[src/rtl/div_16_seq.sv]
// div_16_seq: sequential unsigned 16-bit restoring divider.
//
// Accepts a request whenever it is not iterating, runs one restoring step per
// clock, and publishes quotient/remainder with a one-cycle done pulse
// WIDTH edges after the accepting edge. A zero divisor skips the iteration and
// completes on the accepting edge with quotient all-ones and remainder equal to
// the dividend.
//
// Ports:
//   clk          rising-edge clock
//   rst_n        asynchronous active-low reset
//   start        request; taken only when busy is low (idle or done state)
//   dividend     unsigned dividend, sampled on the accepting edge
//   divisor      unsigned divisor, sampled on the accepting edge
//   busy         high while iterating
//   done         one-cycle pulse marking fresh results
//   quotient     unsigned quotient of the last completed operation
//   remainder    unsigned remainder of the last completed operation
//   div_by_zero  last completed operation had a zero divisor
module div_16_seq #(
  parameter int unsigned WIDTH = 16
) (
  input  logic             clk,
  input  logic             rst_n,
  input  logic             start,
  input  logic [WIDTH-1:0] dividend,
  input  logic [WIDTH-1:0] divisor,
  output logic             busy,
  output logic             done,
  output logic [WIDTH-1:0] quotient,
  output logic [WIDTH-1:0] remainder,
  output logic             div_by_zero
);

  localparam int unsigned   CntW     = $clog2(WIDTH);
  localparam logic [CntW-1:0] LastIter = CntW'(WIDTH - 1);

  typedef enum logic [1:0] {
    StIdle,
    StRun,
    StDone
  } state_e;

  state_e state_q, state_d;

  // Iteration counter; the step taken while cnt_q == LastIter is the final one.
  logic [CntW-1:0] cnt_q, cnt_d;

  // Partial remainder carries one extra bit so the shifted value never
  // overflows before comparison, even for divisors with the MSB set.
  logic [WIDTH:0] rem_q, rem_d;

  // Dividend bits leave at the MSB while quotient bits enter at the LSB, so
  // after WIDTH steps this register holds the quotient.
  logic [WIDTH-1:0] shreg_q, shreg_d;

  logic [WIDTH-1:0] dsr_q, dsr_d;

  // Published results, held until the next completed operation.
  logic [WIDTH-1:0] quo_q, quo_d;
  logic [WIDTH-1:0] rmd_q, rmd_d;
  logic             dbz_q, dbz_d;

  // Single restoring step.
  logic [WIDTH:0]   rem_shift;
  logic [WIDTH:0]   rem_sub;
  logic [WIDTH:0]   dsr_ext;
  logic             q_bit;
  logic [WIDTH:0]   rem_step;
  logic [WIDTH-1:0] shreg_step;

  logic accept;

  always_comb begin
    dsr_ext    = {1'b0, dsr_q};
    // Shift left discards the (always zero) top bit of the stored remainder.
    rem_shift  = (rem_q << 1) | {{WIDTH{1'b0}}, shreg_q[WIDTH-1]};
    rem_sub    = rem_shift - dsr_ext;
    q_bit      = (rem_shift >= dsr_ext);
    rem_step   = q_bit ? rem_sub : rem_shift;
    shreg_step = {shreg_q[WIDTH-2:0], q_bit};
  end

  // Requests are only honoured outside the iteration.
  assign accept = start && (state_q != StRun);

  always_comb begin
    state_d = state_q;
    cnt_d   = cnt_q;
    rem_d   = rem_q;
    shreg_d = shreg_q;
    dsr_d   = dsr_q;
    quo_d   = quo_q;
    rmd_d   = rmd_q;
    dbz_d   = dbz_q;

    unique case (state_q)
      StIdle, StDone: begin
        state_d = StIdle;
        if (accept) begin
          if (divisor == '0) begin
            // Complete immediately; iteration state is left untouched.
            quo_d   = '1;
            rmd_d   = dividend;
            dbz_d   = 1'b1;
            state_d = StDone;
          end else begin
            shreg_d = dividend;
            dsr_d   = divisor;
            rem_d   = '0;
            cnt_d   = '0;
            state_d = StRun;
          end
        end
      end

      StRun: begin
        rem_d   = rem_step;
        shreg_d = shreg_step;
        cnt_d   = cnt_q + 1'b1;
        if (cnt_q == LastIter) begin
          quo_d   = shreg_step;
          rmd_d   = rem_step[WIDTH-1:0];
          dbz_d   = 1'b0;
          state_d = StDone;
        end
      end

      default: begin
        state_d = StIdle;
      end
    endcase
  end

  always_ff @(posedge clk or negedge rst_n) begin
    if (!rst_n) begin
      state_q <= StIdle;
      cnt_q   <= '0;
      rem_q   <= '0;
      shreg_q <= '0;
      dsr_q   <= '0;
      quo_q   <= '0;
      rmd_q   <= '0;
      dbz_q   <= 1'b0;
    end else begin
      state_q <= state_d;
      cnt_q   <= cnt_d;
      rem_q   <= rem_d;
      shreg_q <= shreg_d;
      dsr_q   <= dsr_d;
      quo_q   <= quo_d;
      rmd_q   <= rmd_d;
      dbz_q   <= dbz_d;
    end
  end

  // Status is a pure decode of the state, so it clears with reset immediately.
  assign busy        = (state_q == StRun);
  assign done        = (state_q == StDone);
  assign quotient    = quo_q;
  assign remainder   = rmd_q;
  assign div_by_zero = dbz_q;

endmodule
[config.mk]
export PLATFORM = sky130hd
export DESIGN_NAME = div_16_seq
export DESIGN_NICKNAME = d
export VERILOG_FILES = /design/src/rtl/div_16_seq.sv
export SDC_FILE = /design/constraint.sdc
export NUM_CORES = 1
export LEC_CHECK = 0
export BUFFER_PORTS_ARGS = -buffer_cell sky130_fd_sc_hd__buf_2
export CORE_UTILIZATION = 45
export CTS_CLUSTER_DIAMETER = 120
export DETAILED_ROUTE_END_ITERATION = 8
export PLACE_DENSITY_LB_ADDON = 0.12
export SLEW_MARGIN = 30
export SYNTH_ARGS = -nofsm -noshare
export SYNTH_HDL_FRONTEND = slang
export SYNTH_SLANG_ARGS = --single-unit
[constraint.sdc]
create_clock -name clk -period 6 [get_ports clk]
set_input_delay 0.3 -clock clk [delete_from_list [all_inputs] [get_ports clk]]
set_output_delay 0.3 -clock clk [all_outputs]
set_load 0.02 [all_outputs]
# Word-level counts from Yosys, hierarchy flattened
# Cells that the tools add are included.
# totals
output_inout_bits	35
register_bits	87
# op_classes
muxes	26
eq_ne	8
n_addsub	2
bitwise	2
n_lt_le_gt_ge	1
n_reduce_logical	8
# op_table
cell	count
two-way mux 16 bit	11
one-hot mux 16 bit (2 select lines)	4
greater-or-equal comparator 17 x 16 -> 1 bit	1
OR 17 x 1 -> 17 bit	1
logical NOT 16 bit	1
subtractor 16 bit	1
two-way mux 4 bit	2
one-hot mux 4 bit (2 select lines)	1
two-way mux 2 bit	3
inequality test 2 bit (second input constant)	3
AND reduction 3 bit	2
adder 4 x 1 -> 4 bit (second input constant)	1
equality test 4 bit (second input constant)	1
inequality test 2 x 1 -> 1 bit (second input constant)	2
one-hot mux 2 bit (2 select lines)	1
AND reduction 4 bit	1
two-way mux 1 bit	3
equality test 2 x 1 -> 1 bit (second input constant)	1
equality test 2 bit (second input constant)	1
logical NOT 2 bit	1
one-hot mux 1 bit (2 select lines)	1
nonzero test 2 bit	1
OR reduction 2 bit	1
logical AND 1 bit	1
inverter 1 bit	1

# Longest topological paths before layout
# logic_depth
word_depth	5
ltp_mapped	11
ltp_nobuf	11

# Least setup slack after synthesis
# OpenSTA, ideal clock, no wires.
# synth_timing
path_kind	flip-flop to flip-flop
start	register shreg_q[15]
end	register rmd_q[14], in the netlist remainder[14]
required_ns	5.935
setup_time_ns	0.065
slack_ns	3.522
t_arrival_ns	2.413
period_less_slack_ns	2.478
n_path_buf	0
path_stages_with_launch	12
path_cell_list	dfrtp_1 -> inv_1 -> ha_1 -> inv_1 -> fa_1 -> a21o_1 -> a221oi_2 -> nor3_1 -> or4_1 -> o211ai_1 -> and2_1 -> o22a_1
# synth_via
elab_chain_cells	5
# synth_rtl
element	line	rtl
from (decl)	55	logic [WIDTH-1:0] shreg_q, shreg_d;
from (signal assigned)	149	shreg_q <= shreg_d;
OR 17 x 1 -> 17 bit (*)	77	rem_shift = (rem_q << 1) | {{WIDTH{1'b0}}, shreg_q[WIDTH-1]};
subtractor 16 bit or greater-or-equal comparator 17 x 16 -> 1 bit (tied branches)	78, 79	
two-way mux 16 bit (*)	80	rem_step = q_bit ? rem_sub : rem_shift;
two-way mux 16 bit (*)	121	if (cnt_q == LastIter) begin
one-hot mux 16 bit (2 select lines) (*)	97	unique case (state_q)
to (signal assigned)	152	rmd_q <= rmd_d;
to (decl)	61	logic [WIDTH-1:0] rmd_q, rmd_d;
# Mark *: on every way between the ends. The rest lies on a longest branch, timed or not. The select of a mux whose other input is x is not followed.
# A chain may end at the register's enable or synchronous reset.

# Final worst setup path
# layout_timing
start	register rem_q[5]
end	register rmd_q[8], in the netlist remainder[8]
# layout_via
elab_chain_cells	5
# layout_rtl
element	line	rtl
from (decl)	51	logic [WIDTH:0] rem_q, rem_d;
from (signal assigned)	148	rem_q <= rem_d;
OR 17 x 1 -> 17 bit (*)	77	
subtractor 16 bit or greater-or-equal comparator 17 x 16 -> 1 bit (tied branches)	78, 79	
two-way mux 16 bit (*)	80	
two-way mux 16 bit (*)	121	
one-hot mux 16 bit (2 select lines) (*)	97	
# Marks and branches as above.

==> flow_metrics.env <==
export IMPL_drc_errors=0
export IMPL_drtIter0Drc=145
export IMPL_ys_seq_area_frac=0.485
export IMPL_whs_ns=0.162
export IMPL_r2r_end="remainder[8]"
export IMPL_placed_area_mm2=0.00491
export IMPL_wl_per_cell_um=16.7
export IMPL_crit_path_start_kind="flop"
export IMPL_post_drt_via_cell_ratio=5.54
export IMPL_antenna_found_initial=0
export IMPL_die_h_um=102
export IMPL_synth_fp_nets=510
export IMPL_clockRootBuffer="clkbuf_8"
export IMPL_final_cell_mix="dfrtp_1 (87), nand2_1 (79), buf_2 (68)"
export IMPL_synth_largest_area_cell="dfrtp_1"
export IMPL_final_setup_tns_ns=0
export IMPL_worst_slew_pin_slew_ns=0.863
export IMPL_grt_ovfl_total=0
export IMPL_die_area_mm2=0.0104
export IMPL_syn_inst=457
export IMPL_cts_buffers=9
export IMPL_vdd_drop_max_v=0.000272
export IMPL_grt_pass1_vias=3403
export IMPL_gp_congestion=0.848
export IMPL_cts_tree="built"
export IMPL_status="complete, no violations"
export IMPL_power_leakage_nw=2.32
export IMPL_hold_depth=3
export IMPL_synth_edf_count=0
export IMPL_final_common_cell="dfrtp_1"
export IMPL_cp_end_kind="flop"
export IMPL_layout_cells_non_filler=654
export IMPL_ant_nets=0
export IMPL_hold_viol_final=0
export IMPL_slew_violations=0
export IMPL_holdPathEnd="dsr_q[12]"
export IMPL_skew_ns=0.0121
export IMPL_rrSetupSlack_ns=3.12
export IMPL_die_w_um=102
export IMPL_fmaxAchievable_mhz=347
export IMPL_clk_latency_ns=0.36
export IMPL_syn_area_mm2=0.00448
export IMPL_hp_class="in2reg"
export IMPL_r2r_start="rem_q[5]"
export IMPL_rr_worst_depth=9
export IMPL_ctsHoldBuffers=1
export IMPL_grt_pass1_wl_mm=17.6
export IMPL_final_cell_area_mm2=0.00510
export IMPL_grt_max_degree=67
export IMPL_crit_path_max_fanout=12
export IMPL_period_share=0.480
export IMPL_clock_sinks=87
export IMPL_syn_avg_cell_area_um2=9.81
export IMPL_grt_usage=0.223
export IMPL_layout_nets=569
export IMPL_num_rows=36
export IMPL_rsz0062_at_grt="no"
export IMPL_slew_headroom=0.425
export IMPL_crit_type="reg2reg"
export IMPL_cts_setup_buffers=0
export IMPL_synth_ff_type="dfrtp_1"
export IMPL_io_pins=70
export IMPL_hold_start="divisor[12]"
export IMPL_ys_ff_latch=87
export IMPL_syn_to_final_growth_pct=13.8
export IMPL_power_density_mw_per_mm2=705
export IMPL_clk_pin_slew_ns=0.09
export IMPL_core_area_mm2=0.00973
export IMPL_dp_hpwl_mm=7.80
export IMPL_drtPass1Iterations=4
export IMPL_drv_cap=0
export IMPL_clockBufferDepth=2
export IMPL_crit_arrival_ns=3.16
export IMPL_numPortBuffers=69
export IMPL_synthArstFlopShare=1.00
export IMPL_place_inst=637
export IMPL_synth_top_area_frac=0.485
export IMPL_finalSetupViolCount=0
export IMPL_yosys_warnings=0
export IMPL_n_antenna_cell=0
export IMPL_final_layout_size_suffix_gt1_frac=0.188
export IMPL_htree_levels=3
export IMPL_yosys_cell_types_count=53
export IMPL_postCtsResizedCells=0
export IMPL_routed_wl_mm=10.9
export IMPL_cp_required_ns=6.28
export IMPL_num_vias=3620
export IMPL_initial_core_util=0.461
export IMPL_fin_crit_ns=2.88
export IMPL_synthTopCellsByArea="dfrtp_1 (49%), nand2_1 (6.6%), ha_1 (4.7%), o21ai_0 (4.5%), o22a_1 (4.1%)"
[metal layers]
metal	global-route usage	vias up	part of all wire
li1	-	1745	-
met1	0.323	1783	0.50
met2	0.351	82	0.45
met3	0.0363	10	0.042
met4	0.0560	0	0.0092
met5	0	-	0
[report_power, final]
group	switching, mW	internal [mW]
combinational	1.29	0.853
clock	0.227	0.157
sequential	0.192	0.877
total	1.71	1.89
[synth_stat cells, types with 6 or more instances]
| cell | count |
|---|---|
| a21o_1 | 15 |
| a21oi_1 | 10 |
| a221o_1 | 6 |
| a22oi_1 | 8 |
| a31oi_1 | 9 |
| buf_2 | 6 |
| clkbuf_1 | 16 |
| dfrtp_1 | 87 |
| ha_1 | 17 |
| inv_1 | 19 |
| mux2i_1 | 15 |
| nand2_1 | 79 |
| nand2b_1 | 6 |
| nor2_1 | 26 |
| o21ai_0 | 40 |
| o22a_1 | 21 |
| xnor2_1 | 7 |
| xor2_1 | 7 |
[through the flow]
| step | utilization | setup slack (ns) | power [mW] |
|---|---|---|---|
| after CTS | 0.524 | 3.13 | 3.62 |
| final | 0.524 | 3.12 | 3.60 |
| after global placement | 0.505 | 3.22 | 3.18 |
| after detailed placement | 0.505 | 3.14 | 3.21 |
| after floorplan | - | 3.52 | 2.67 |
| after global routing | 0.524 | 2.88 | 3.92 |
[sequential cells by signal, indices dropped and copies added (netlist names)]
signal,flops
dsr_q,16
quotient,16
rem_q,16
remainder,16
shreg_q,16
cnt_q,4
state_q,2
div_by_zero,1
[cells by family after synthesis]
family | after synthesis | synth area share
and+or+nand+nor | 141 | 0.145
AOI/OAI and AO/OA | 135 | 0.211
DFF | 87 | 0.485
buffers and inverters | 46 | 0.0435
adders and majority gates | 18 | 0.0519
muxes | 16 | 0.0360
xor gates and xnor gates | 14 | 0.0273
[critical path, cell delays in order (launching register included)]
cell      delay [ns]
dfrtp_1         0.41
ha_1            0.39
a21oi_2         0.26
nor2_1          0.12
o311ai_2        0.35
nand4b_4        0.16
nor2_1          0.49
buf_4           0.30
a22oi_1         0.14
a31oi_1         0.20
[cell type report]
type / count / area [µm²]
Clock buffer: 10 / 128
Clock inverter: 6 / 52.6
Timing Repair Buffer: 74 / 388
Inverter: 20 / 75.1
Multi-Input combinational cell: 324 / 2120
Tap cell: 133 / 166
Sequential cell: 87 / 2180
Fill cell: 949 / 4630
[how the worst max path moves through the flow]
| stage | from | to | slack [ns] |
|---|---|---|---|
| 2_1_floorplan | shreg_q[15] | remainder[14] | 3.52 |
| 3_3_place_gp | rem_q[11] | remainder[8] | 3.22 |
| 3_5_place_dp | divisor[1] | remainder[15] | 3.14 |
| 4_1_cts | rem_q[13] | remainder[9] | 3.13 |
| 5_1_grt | rem_q[5] | remainder[8] | 2.88 |
| 6_report | rem_q[5] | remainder[8] | 3.12 |
(Power assumes the default switching activity.)
